## src/rtl/cell_select_if.sv

```systemverilog
// Mouse/board bundle between the pointer front end and the overlay chain.
interface cell_select_if;
    logic [11:0] xpos;
    logic [11:0] ypos;
    logic        mouse_left;
    logic        enable;
    logic        clear;
    logic [8:0]  square;
    logic [8:0]  owner;
    logic        move_stb;
    logic [3:0]  move_idx;
    logic        turn;

    modport master (
        output xpos, ypos, mouse_left, enable, clear,
        input  square, owner, move_stb, move_idx, turn
    );

    modport slave (
        input  xpos, ypos, mouse_left, enable, clear,
        output square, owner, move_stb, move_idx, turn
    );
endinterface

```

## src/rtl/cell_select.sv

```systemverilog
// Debounced click to 3x3 board cell mapper with occupancy/owner tracking.
module cell_select #(
    parameter int DEBOUNCE = 4,
    parameter int X0_END   = 339,
    parameter int X1_START = 343,
    parameter int X1_END   = 681,
    parameter int X2_START = 685,
    parameter int X2_END   = 1023,
    parameter int Y0_END   = 252,
    parameter int Y1_START = 257,
    parameter int Y1_END   = 510,
    parameter int Y2_START = 515,
    parameter int Y2_END   = 767
) (
    input  logic         pclk,
    input  logic         rst,
    cell_select_if.slave bus
);

    localparam logic [15:0] DEB_N = 16'(DEBOUNCE);
    localparam logic [11:0] X0E = 12'(X0_END);
    localparam logic [11:0] X1S = 12'(X1_START);
    localparam logic [11:0] X1E = 12'(X1_END);
    localparam logic [11:0] X2S = 12'(X2_START);
    localparam logic [11:0] X2E = 12'(X2_END);
    localparam logic [11:0] Y0E = 12'(Y0_END);
    localparam logic [11:0] Y1S = 12'(Y1_START);
    localparam logic [11:0] Y1E = 12'(Y1_END);
    localparam logic [11:0] Y2S = 12'(Y2_START);
    localparam logic [11:0] Y2E = 12'(Y2_END);

    typedef enum logic [1:0] {
        IDLE,
        DEB,
        COMMIT,
        WAIT_REL
    } state_t;

    state_t      state_q, state_d;
    logic        s1_q, s2_q;
    logic [15:0] cnt_q, cnt_d;
    logic [11:0] xl_q, xl_d;
    logic [11:0] yl_q, yl_d;
    logic [8:0]  sq_q, sq_d;
    logic [8:0]  own_q, own_d;
    logic        stb_q, stb_d;
    logic [3:0]  idx_q, idx_d;
    logic        turn_q, turn_d;

    logic        btn_s;
    logic [1:0]  col, row;
    logic        col_ok, row_ok;
    logic        cell_ok;
    logic [3:0]  idx;

    assign btn_s = s2_q;

    always_comb begin
        col    = 2'd0;
        col_ok = 1'b0;
        unique case (1'b1)
            (xl_q <= X0E): begin
                col    = 2'd0;
                col_ok = 1'b1;
            end
            (xl_q >= X1S && xl_q <= X1E): begin
                col    = 2'd1;
                col_ok = 1'b1;
            end
            (xl_q >= X2S && xl_q <= X2E): begin
                col    = 2'd2;
                col_ok = 1'b1;
            end
            default: ;
        endcase
    end

    always_comb begin
        row    = 2'd0;
        row_ok = 1'b0;
        unique case (1'b1)
            (yl_q <= Y0E): begin
                row    = 2'd0;
                row_ok = 1'b1;
            end
            (yl_q >= Y1S && yl_q <= Y1E): begin
                row    = 2'd1;
                row_ok = 1'b1;
            end
            (yl_q >= Y2S && yl_q <= Y2E): begin
                row    = 2'd2;
                row_ok = 1'b1;
            end
            default: ;
        endcase
    end

    assign cell_ok = col_ok && row_ok;
    assign idx = {1'b0, row, 1'b0} + {2'b00, row} + {2'b00, col};

    always_comb begin
        state_d = state_q;
        cnt_d   = cnt_q;
        xl_d    = xl_q;
        yl_d    = yl_q;
        sq_d    = sq_q;
        own_d   = own_q;
        stb_d   = 1'b0;
        idx_d   = idx_q;
        turn_d  = turn_q;
        unique case (state_q)
            IDLE: begin
                if (btn_s) begin
                    state_d = DEB;
                    cnt_d   = 16'd1;
                end
            end
            DEB: begin
                if (!btn_s) begin
                    state_d = IDLE;
                end else if (cnt_q == DEB_N) begin
                    state_d = COMMIT;
                    xl_d    = bus.xpos;
                    yl_d    = bus.ypos;
                end else begin
                    cnt_d = cnt_q + 16'd1;
                end
            end
            COMMIT: begin
                state_d = WAIT_REL;
                if (bus.enable && cell_ok && !sq_q[idx]) begin
                    sq_d[idx]  = 1'b1;
                    own_d[idx] = turn_q;
                    idx_d      = idx;
                    stb_d      = 1'b1;
                    turn_d     = !turn_q;
                end
            end
            WAIT_REL: begin
                if (!btn_s) state_d = IDLE;
            end
            default: state_d = IDLE;
        endcase
        // A clear on the commit edge cancels the move entirely.
        if (bus.clear) begin
            sq_d   = '0;
            own_d  = '0;
            turn_d = 1'b0;
            stb_d  = 1'b0;
            idx_d  = idx_q;
        end
    end

    always_ff @(posedge pclk) begin
        if (!rst) begin
            state_q <= IDLE;
            s1_q    <= 1'b0;
            s2_q    <= 1'b0;
            cnt_q   <= '0;
            xl_q    <= '0;
            yl_q    <= '0;
            sq_q    <= '0;
            own_q   <= '0;
            stb_q   <= 1'b0;
            idx_q   <= '0;
            turn_q  <= 1'b0;
        end else begin
            state_q <= state_d;
            s1_q    <= bus.mouse_left;
            s2_q    <= s1_q;
            cnt_q   <= cnt_d;
            xl_q    <= xl_d;
            yl_q    <= yl_d;
            sq_q    <= sq_d;
            own_q   <= own_d;
            stb_q   <= stb_d;
            idx_q   <= idx_d;
            turn_q  <= turn_d;
        end
    end

    assign bus.square   = sq_q;
    assign bus.owner    = own_q;
    assign bus.move_stb = stb_q;
    assign bus.move_idx = idx_q;
    assign bus.turn     = turn_q;

endmodule

```

## src/flat_wrapper.sv

```systemverilog
// flat-port wrapper written by rule: the top's interface ports become plain ports
module cell_select_flat 
#(
    parameter int DEBOUNCE = 4,
    parameter int X0_END   = 339,
    parameter int X1_START = 343,
    parameter int X1_END   = 681,
    parameter int X2_START = 685,
    parameter int X2_END   = 1023,
    parameter int Y0_END   = 252,
    parameter int Y1_START = 257,
    parameter int Y1_END   = 510,
    parameter int Y2_START = 515,
    parameter int Y2_END   = 767
)
  (pclk, rst, bus_xpos, bus_ypos, bus_mouse_left, bus_enable, bus_clear, bus_square, bus_owner, bus_move_stb, bus_move_idx, bus_turn);
  cell_select_if bus_i ();
  input  logic pclk;
  input  logic rst;
  input wire logic [$bits(bus_i.xpos)-1:0] bus_xpos;
  input wire logic [$bits(bus_i.ypos)-1:0] bus_ypos;
  input wire logic [$bits(bus_i.mouse_left)-1:0] bus_mouse_left;
  input wire logic [$bits(bus_i.enable)-1:0] bus_enable;
  input wire logic [$bits(bus_i.clear)-1:0] bus_clear;
  output wire logic [$bits(bus_i.square)-1:0] bus_square;
  output wire logic [$bits(bus_i.owner)-1:0] bus_owner;
  output wire logic [$bits(bus_i.move_stb)-1:0] bus_move_stb;
  output wire logic [$bits(bus_i.move_idx)-1:0] bus_move_idx;
  output wire logic [$bits(bus_i.turn)-1:0] bus_turn;
  assign bus_i.xpos = bus_xpos;
  assign bus_i.ypos = bus_ypos;
  assign bus_i.mouse_left = bus_mouse_left;
  assign bus_i.enable = bus_enable;
  assign bus_i.clear = bus_clear;
  assign bus_square = bus_i.square;
  assign bus_owner = bus_i.owner;
  assign bus_move_stb = bus_i.move_stb;
  assign bus_move_idx = bus_i.move_idx;
  assign bus_turn = bus_i.turn;
  cell_select #(.DEBOUNCE(DEBOUNCE), .X0_END(X0_END), .X1_START(X1_START), .X1_END(X1_END), .X2_START(X2_START), .X2_END(X2_END), .Y0_END(Y0_END), .Y1_START(Y1_START), .Y1_END(Y1_END), .Y2_START(Y2_START), .Y2_END(Y2_END)) u_core (.pclk(pclk), .rst(rst), .bus(bus_i));
endmodule
```

## config.mk

```make
export PLATFORM = sky130hd
export DESIGN_NAME = cell_select_flat
export DESIGN_NICKNAME = d
export VERILOG_FILES = /design/src/rtl/cell_select_if.sv /design/src/rtl/cell_select.sv /design/src/flat_wrapper.sv
export SDC_FILE = /design/constraint.sdc
export NUM_CORES = 1
export LEC_CHECK = 0
export CORE_ASPECT_RATIO = 1.4
export CORE_MARGIN = 5
export CORE_UTILIZATION = 35
export DETAILED_ROUTE_END_ITERATION = 8
export HOLD_SLACK_MARGIN = 0.12
export MAX_ROUTING_LAYER = met4
export SYNTH_ARGS = -nofsm -noshare
export SYNTH_HDL_FRONTEND = slang
export SYNTH_SLANG_ARGS = --single-unit
```

## constraint.sdc

```tcl
create_clock -name pclk -period 4.35 [get_ports pclk]
set_input_delay 0.6525 -clock pclk [delete_from_list [all_inputs] [get_ports pclk]]
set_output_delay 0.6525 -clock pclk [all_outputs]
set_load 0.005 [all_outputs]
```

==> impl_metrics.prom <==
# TYPE chip_impl_metric gauge
chip_impl_info{name="run_status",value="finished, final reports clean"} 1
chip_impl_metric{name="postSynthCellCount",unit=""} 356
chip_impl_info{name="cts_tree",value="built"} 1
chip_impl_metric{name="synth_largest_type_area_fraction",unit="%"} 41.0
chip_impl_info{name="synth_largest_area_cell",value="sky130_fd_sc_hd__dfxtp_1"} 1
chip_impl_metric{name="maxCapViolations",unit=""} 0
chip_impl_metric{name="leak_pwr",unit="nW"} 1.66
chip_impl_metric{name="grt_start_max_net_pins",unit=""} 25
chip_impl_metric{name="io_buffer_count",unit=""} 52
chip_impl_metric{name="clkLatencyLatePin",unit="ps"} 330
chip_impl_metric{name="clk_pin_slew_worst_paths",unit="ps"} 60
chip_impl_metric{name="critPathRequiredTime",unit="ps"} 4610
chip_impl_metric{name="core_region_area",unit="mm²"} 0.00935
chip_impl_info{name="worstSetupEndpointType",value="flip-flop"} 1
chip_impl_metric{name="synth_seq_area_share",unit="%"} 41.0
chip_impl_info{name="startpoint",value="u_core.yl_q[4]"} 1
chip_impl_metric{name="grt_first_pass_wirelength",unit="µm"} 13000
chip_impl_info{name="min-delay-path-class",value="flip-flop to flip-flop"} 1
chip_impl_metric{name="cell_depth_of_the_worst_flop_to_flop_path",unit=""} 13
chip_impl_metric{name="slew_viol_final",unit=""} 0
chip_impl_metric{name="io-pin-count",unit=""} 53
chip_impl_metric{name="global_route.overflow_total",unit=""} 0
chip_impl_metric{name="regToRegSetupSlack",unit="ps"} 420
chip_impl_metric{name="ctsHtreeMaxLevel",unit=""} 3
chip_impl_metric{name="post_synth.cell_area_avg",unit="µm²"} 9.32
chip_impl_info{name="unrepaired_setup_endpoints_after_global_routing",value="no"} 1
chip_impl_metric{name="drc",unit=""} 0
chip_impl_metric{name="pwr_density_cell",unit="mW/mm²"} 334
chip_impl_metric{name="die_w",unit="µm"} 92.3
chip_impl_metric{name="mappedNetlistArea",unit="mm²"} 0.00332
chip_impl_metric{name="dpl.cell_count",unit=""} 506
chip_impl_metric{name="async_flop_share",unit="%"} 0
chip_impl_metric{name="std_cell_rows",unit=""} 42
chip_impl_metric{name="layout-drive-gt1-share",unit="%"} 7.04
chip_impl_metric{name="drtPass1Iterations",unit=""} 4
chip_impl_metric{name="synthesis.nets",unit=""} 392
chip_impl_metric{name="sw_frac_of_total",unit="%"} 20.6
chip_impl_metric{name="instances_no_fill",unit=""} 522
chip_impl_metric{name="synth-edff-count",unit=""} 0
chip_impl_metric{name="vdd_drop_max",unit="mV"} 0.191
chip_impl_metric{name="drc_marker_count_from_the_first_detailed_route_iteration",unit=""} 85
chip_impl_info{name="regToRegStartpoint",value="u_core.yl_q[4]"} 1
chip_impl_info{name="synth.area.top_cells",value="sky130_fd_sc_hd__dfxtp_1, sky130_fd_sc_hd__mux2i_1, sky130_fd_sc_hd__nor2b_1"} 1
chip_impl_metric{name="postLayoutCoreUtil",unit="%"} 45.5
chip_impl_metric{name="clockBufferDepth",unit=""} 2
chip_impl_metric{name="crit_path_max_fanout",unit=""} 8
chip_impl_metric{name="fin_worst_skew",unit="ps"} 6.00
chip_impl_metric{name="totalWireLength",unit="µm"} 7490
chip_impl_metric{name="report.power.total",unit="mW"} 1.42
chip_impl_metric{name="place.detailed.hpwl",unit="µm"} 5410
chip_impl_metric{name="routed_wire_length_per_instance",unit="µm"} 14.4
chip_impl_metric{name="hold_violations",unit=""} 0
chip_impl_metric{name="post_cts_buffers",unit=""} 0
chip_impl_metric{name="grt_pass1_vias",unit=""} 2737
chip_impl_info{name="synthFlopType",value="sky130_fd_sc_hd__dfxtp_1"} 1
chip_impl_metric{name="ys_ff_latch",unit=""} 68
chip_impl_metric{name="detail_route.vias_per_cell",unit=""} 5.11
chip_impl_metric{name="seq_power_share",unit="%"} 44.1
chip_impl_info{name="crit_path_start_kind",value="flip-flop"} 1
chip_impl_metric{name="route.vias.total",unit=""} 2669
chip_impl_metric{name="p_comb_share",unit="%"} 3.3
chip_impl_metric{name="number_of_cells_on_the_worst_hold_path",unit=""} 1
chip_impl_info{name="rr_endpoint",value="u_core.bus.owner[2]"} 1
chip_impl_metric{name="cts_hold_repair.buffers",unit=""} 0
chip_impl_info{name="critPathKind",value="flip-flop to flip-flop"} 1
chip_impl_metric{name="critPathArrivalTime",unit="ps"} 4190
chip_impl_metric{name="pwr-share-clk",unit="%"} 52.6
chip_impl_metric{name="synthesis.yosys.warnings",unit=""} 0
chip_impl_metric{name="post_cts_resize_count",unit=""} 0
chip_impl_metric{name="fin_crit_sh",unit="%"} 90.3
chip_impl_metric{name="net-switching-power",unit="mW"} 0.292
chip_impl_metric{name="antenna_found_initial",unit=""} 0
chip_impl_metric{name="routabilityCongestion",unit=""} 0.850
chip_impl_metric{name="num_antenna_cells",unit=""} 0
chip_impl_metric{name="nNetsFinal",unit=""} 443
chip_impl_info{name="cts_root_buffer",value="sky130_fd_sc_hd__clkbuf_16"} 1
chip_impl_metric{name="drtAntennaViolNets",unit=""} 0
chip_impl_metric{name="grt_usage",unit="%"} 14.2
chip_impl_metric{name="tritoncts.num_buffers",unit=""} 9
chip_impl_metric{name="fp.dieH",unit="µm"} 125
chip_impl_info{name="worst_hold_startpoint",value="u_core.s1_q"} 1
chip_impl_metric{name="area_added_between_synthesis_and_finish",unit="%"} 28.1
chip_impl_metric{name="slew_headroom",unit="%"} 19.2
chip_impl_metric{name="timing.setup.tns",unit="ps"} 0
chip_impl_metric{name="internal-power",unit="mW"} 1.13
chip_impl_metric{name="number_of_endpoints_failing_setup_at_the_final_stage",unit=""} 0
chip_impl_metric{name="dieArea",unit="mm²"} 0.0116
chip_impl_metric{name="initial_utilization",unit="%"} 35.5
chip_impl_metric{name="yosys.cell_types.count",unit=""} 47
chip_impl_metric{name="max_clock_freq",unit="GHz"} 0.254
chip_impl_metric{name="post-route-min-period",unit="ps"} 3930
chip_impl_info{name="whs_endpoint",value="u_core.btn_s"} 1
chip_impl_metric{name="hold_ws",unit="ps"} 439
chip_impl_metric{name="worst_slew_pin_slew",unit="ps"} 1210
chip_impl_metric{name="cts_sinks",unit=""} 68
==> power by group through the flow <==
stage	Clock, mW	Combinational (mW)	Sequential [mW]
detailed placement	0	0.0476	0.640
global placement	0	0.0477	0.640
CTS	0.764	0.0480	0.627
finish	0.747	0.0471	0.627
floorplan	0	0.0172	0.639
global route	0.795	0.0515	0.627
==> state kept, by name, summed over array words and instances, names as in the netlist, named ones only <==
signal / count
u_core.cnt_q: 16
u_core.xl_q: 12
u_core.yl_q: 12
u_core.bus.owner: 9
u_core.bus.square: 9
u_core.bus.move_idx: 4
u_core.btn_s: 1
u_core.bus.move_stb: 1
u_core.bus.turn: 1
u_core.s1_q: 1
u_core.state_q: 1
==> worst max-delay path, cell delays in order (launching register included) <==
cell                        delay, ps
sky130_fd_sc_hd__dfxtp_1          320
sky130_fd_sc_hd__nor4_1           260
sky130_fd_sc_hd__nand2_1          110
sky130_fd_sc_hd__nor3_1           140
sky130_fd_sc_hd__a31oi_1           80
sky130_fd_sc_hd__and3_1           220
sky130_fd_sc_hd__fa_1             490
sky130_fd_sc_hd__ha_1             220
sky130_fd_sc_hd__fa_1             620
sky130_fd_sc_hd__or3b_2           490
sky130_fd_sc_hd__o2bb2ai_1        340
sky130_fd_sc_hd__nor3_2           170
sky130_fd_sc_hd__o2111ai_1        180
sky130_fd_sc_hd__mux2i_1          220
==> per-layer routing <==
metal / wire length (µm) / track usage [%] / up-vias / part of all wire, %
li1: - / - / 1372 / -
met1: 3560 / 17.3 / 1246 / 48
met2: 3550 / 22.5 / 45 / 47
met3: 296 / 4.45 / 6 / 4.0
met4: 84 / 4.20 / 0 / 1.1
met5: 0 / - / - / 0
==> synth_stat cells (2+ instances only) <==
master and number:
sky130_fd_sc_hd__o21ai_0 8, sky130_fd_sc_hd__mux2i_1 41, sky130_fd_sc_hd__o2111ai_1 9, sky130_fd_sc_hd__nor4_1 4
sky130_fd_sc_hd__and4_1 2, sky130_fd_sc_hd__nor4b_1 4, sky130_fd_sc_hd__a211oi_1 6, sky130_fd_sc_hd__clkbuf_1 13
sky130_fd_sc_hd__nor2_1 24, sky130_fd_sc_hd__dfxtp_1 68, sky130_fd_sc_hd__and2_1 3, sky130_fd_sc_hd__a21oi_1 16
sky130_fd_sc_hd__nand2b_1 2, sky130_fd_sc_hd__o211ai_1 3, sky130_fd_sc_hd__nand3b_1 2, sky130_fd_sc_hd__o211a_1 2
sky130_fd_sc_hd__nor3_1 5, sky130_fd_sc_hd__nor2b_1 27, sky130_fd_sc_hd__nand3_1 6, sky130_fd_sc_hd__and3_1 3
sky130_fd_sc_hd__nor4bb_1 2, sky130_fd_sc_hd__ha_1 5, sky130_fd_sc_hd__nand2_1 30, sky130_fd_sc_hd__inv_1 21
sky130_fd_sc_hd__fa_1 2, sky130_fd_sc_hd__buf_2 3, sky130_fd_sc_hd__xnor2_1 14, sky130_fd_sc_hd__o21a_1 3
sky130_fd_sc_hd__a2111oi_0 6, sky130_fd_sc_hd__nand4_1 5
==> per-stage QoR <==
step	setup WS (ps)	instance area (µm²)
4_1_cts	410	4250
6_report	420	4250
2_1_floorplan	720	3320
3_3_place_gp	540	3940
3_5_place_dp	424	3940
5_1_grt	121	4250
==> layout make-up <==
class                      instances  area [µm²]
clock buffer                      11         253
clock inverter                     5        60.1
fill                             903        5100
inverter                          21        78.8
multi-input combinational        250        1800
sequential                        68        1360
tap                              110         138
timing repair buffer              57         558
==> cell usage in the layout, fill, tap and decap left out, drive strengths merged, types with 4 or more instances in the layout <==
master	n
inv	21
nor2b	27
a2111oi	7
ha	5
and2	4
xnor2	14
a211oi	6
mux2i	41
o21ai	8
a21oi	16
dfxtp	68
o211ai	5
nor4b	4
o2111ai	9
nand4	5
nor2	24
nor3	6
nor4	4
clkbuf	11
buf	5
nand3	6
nand2	30
clkdlybuf4s50	52
==> kinds of logic after synthesis <==
logic type	count (synthesis)	synth area share [%]
simple gates	125	20.2
buf+inv	38	4.64
flops	68	41.0
compound gates	62	14.3
fa+ha+maj	7	3.09
mux	42	13.0
xor+xnor	14	3.70
==> worst max path at each step <==
| stage | to | slack (ps) | depth (start not counted) |
|---|---|---|---|
| 3_3_place_gp | u_core.bus.owner[3] | 540 | 13 |
| 5_1_grt | u_core.bus.owner[2] | 120 | 13 |
| 4_1_cts | u_core.bus.owner[2] | 410 | 13 |
| 6_report | u_core.bus.owner[2] | 420 | 13 |
| 2_1_floorplan | u_core.bus.square[7] | 720 | 13 |
| 3_5_place_dp | u_core.bus.owner[2] | 420 | 13 |
No activity file was read; power rests on OpenSTA's default activity.
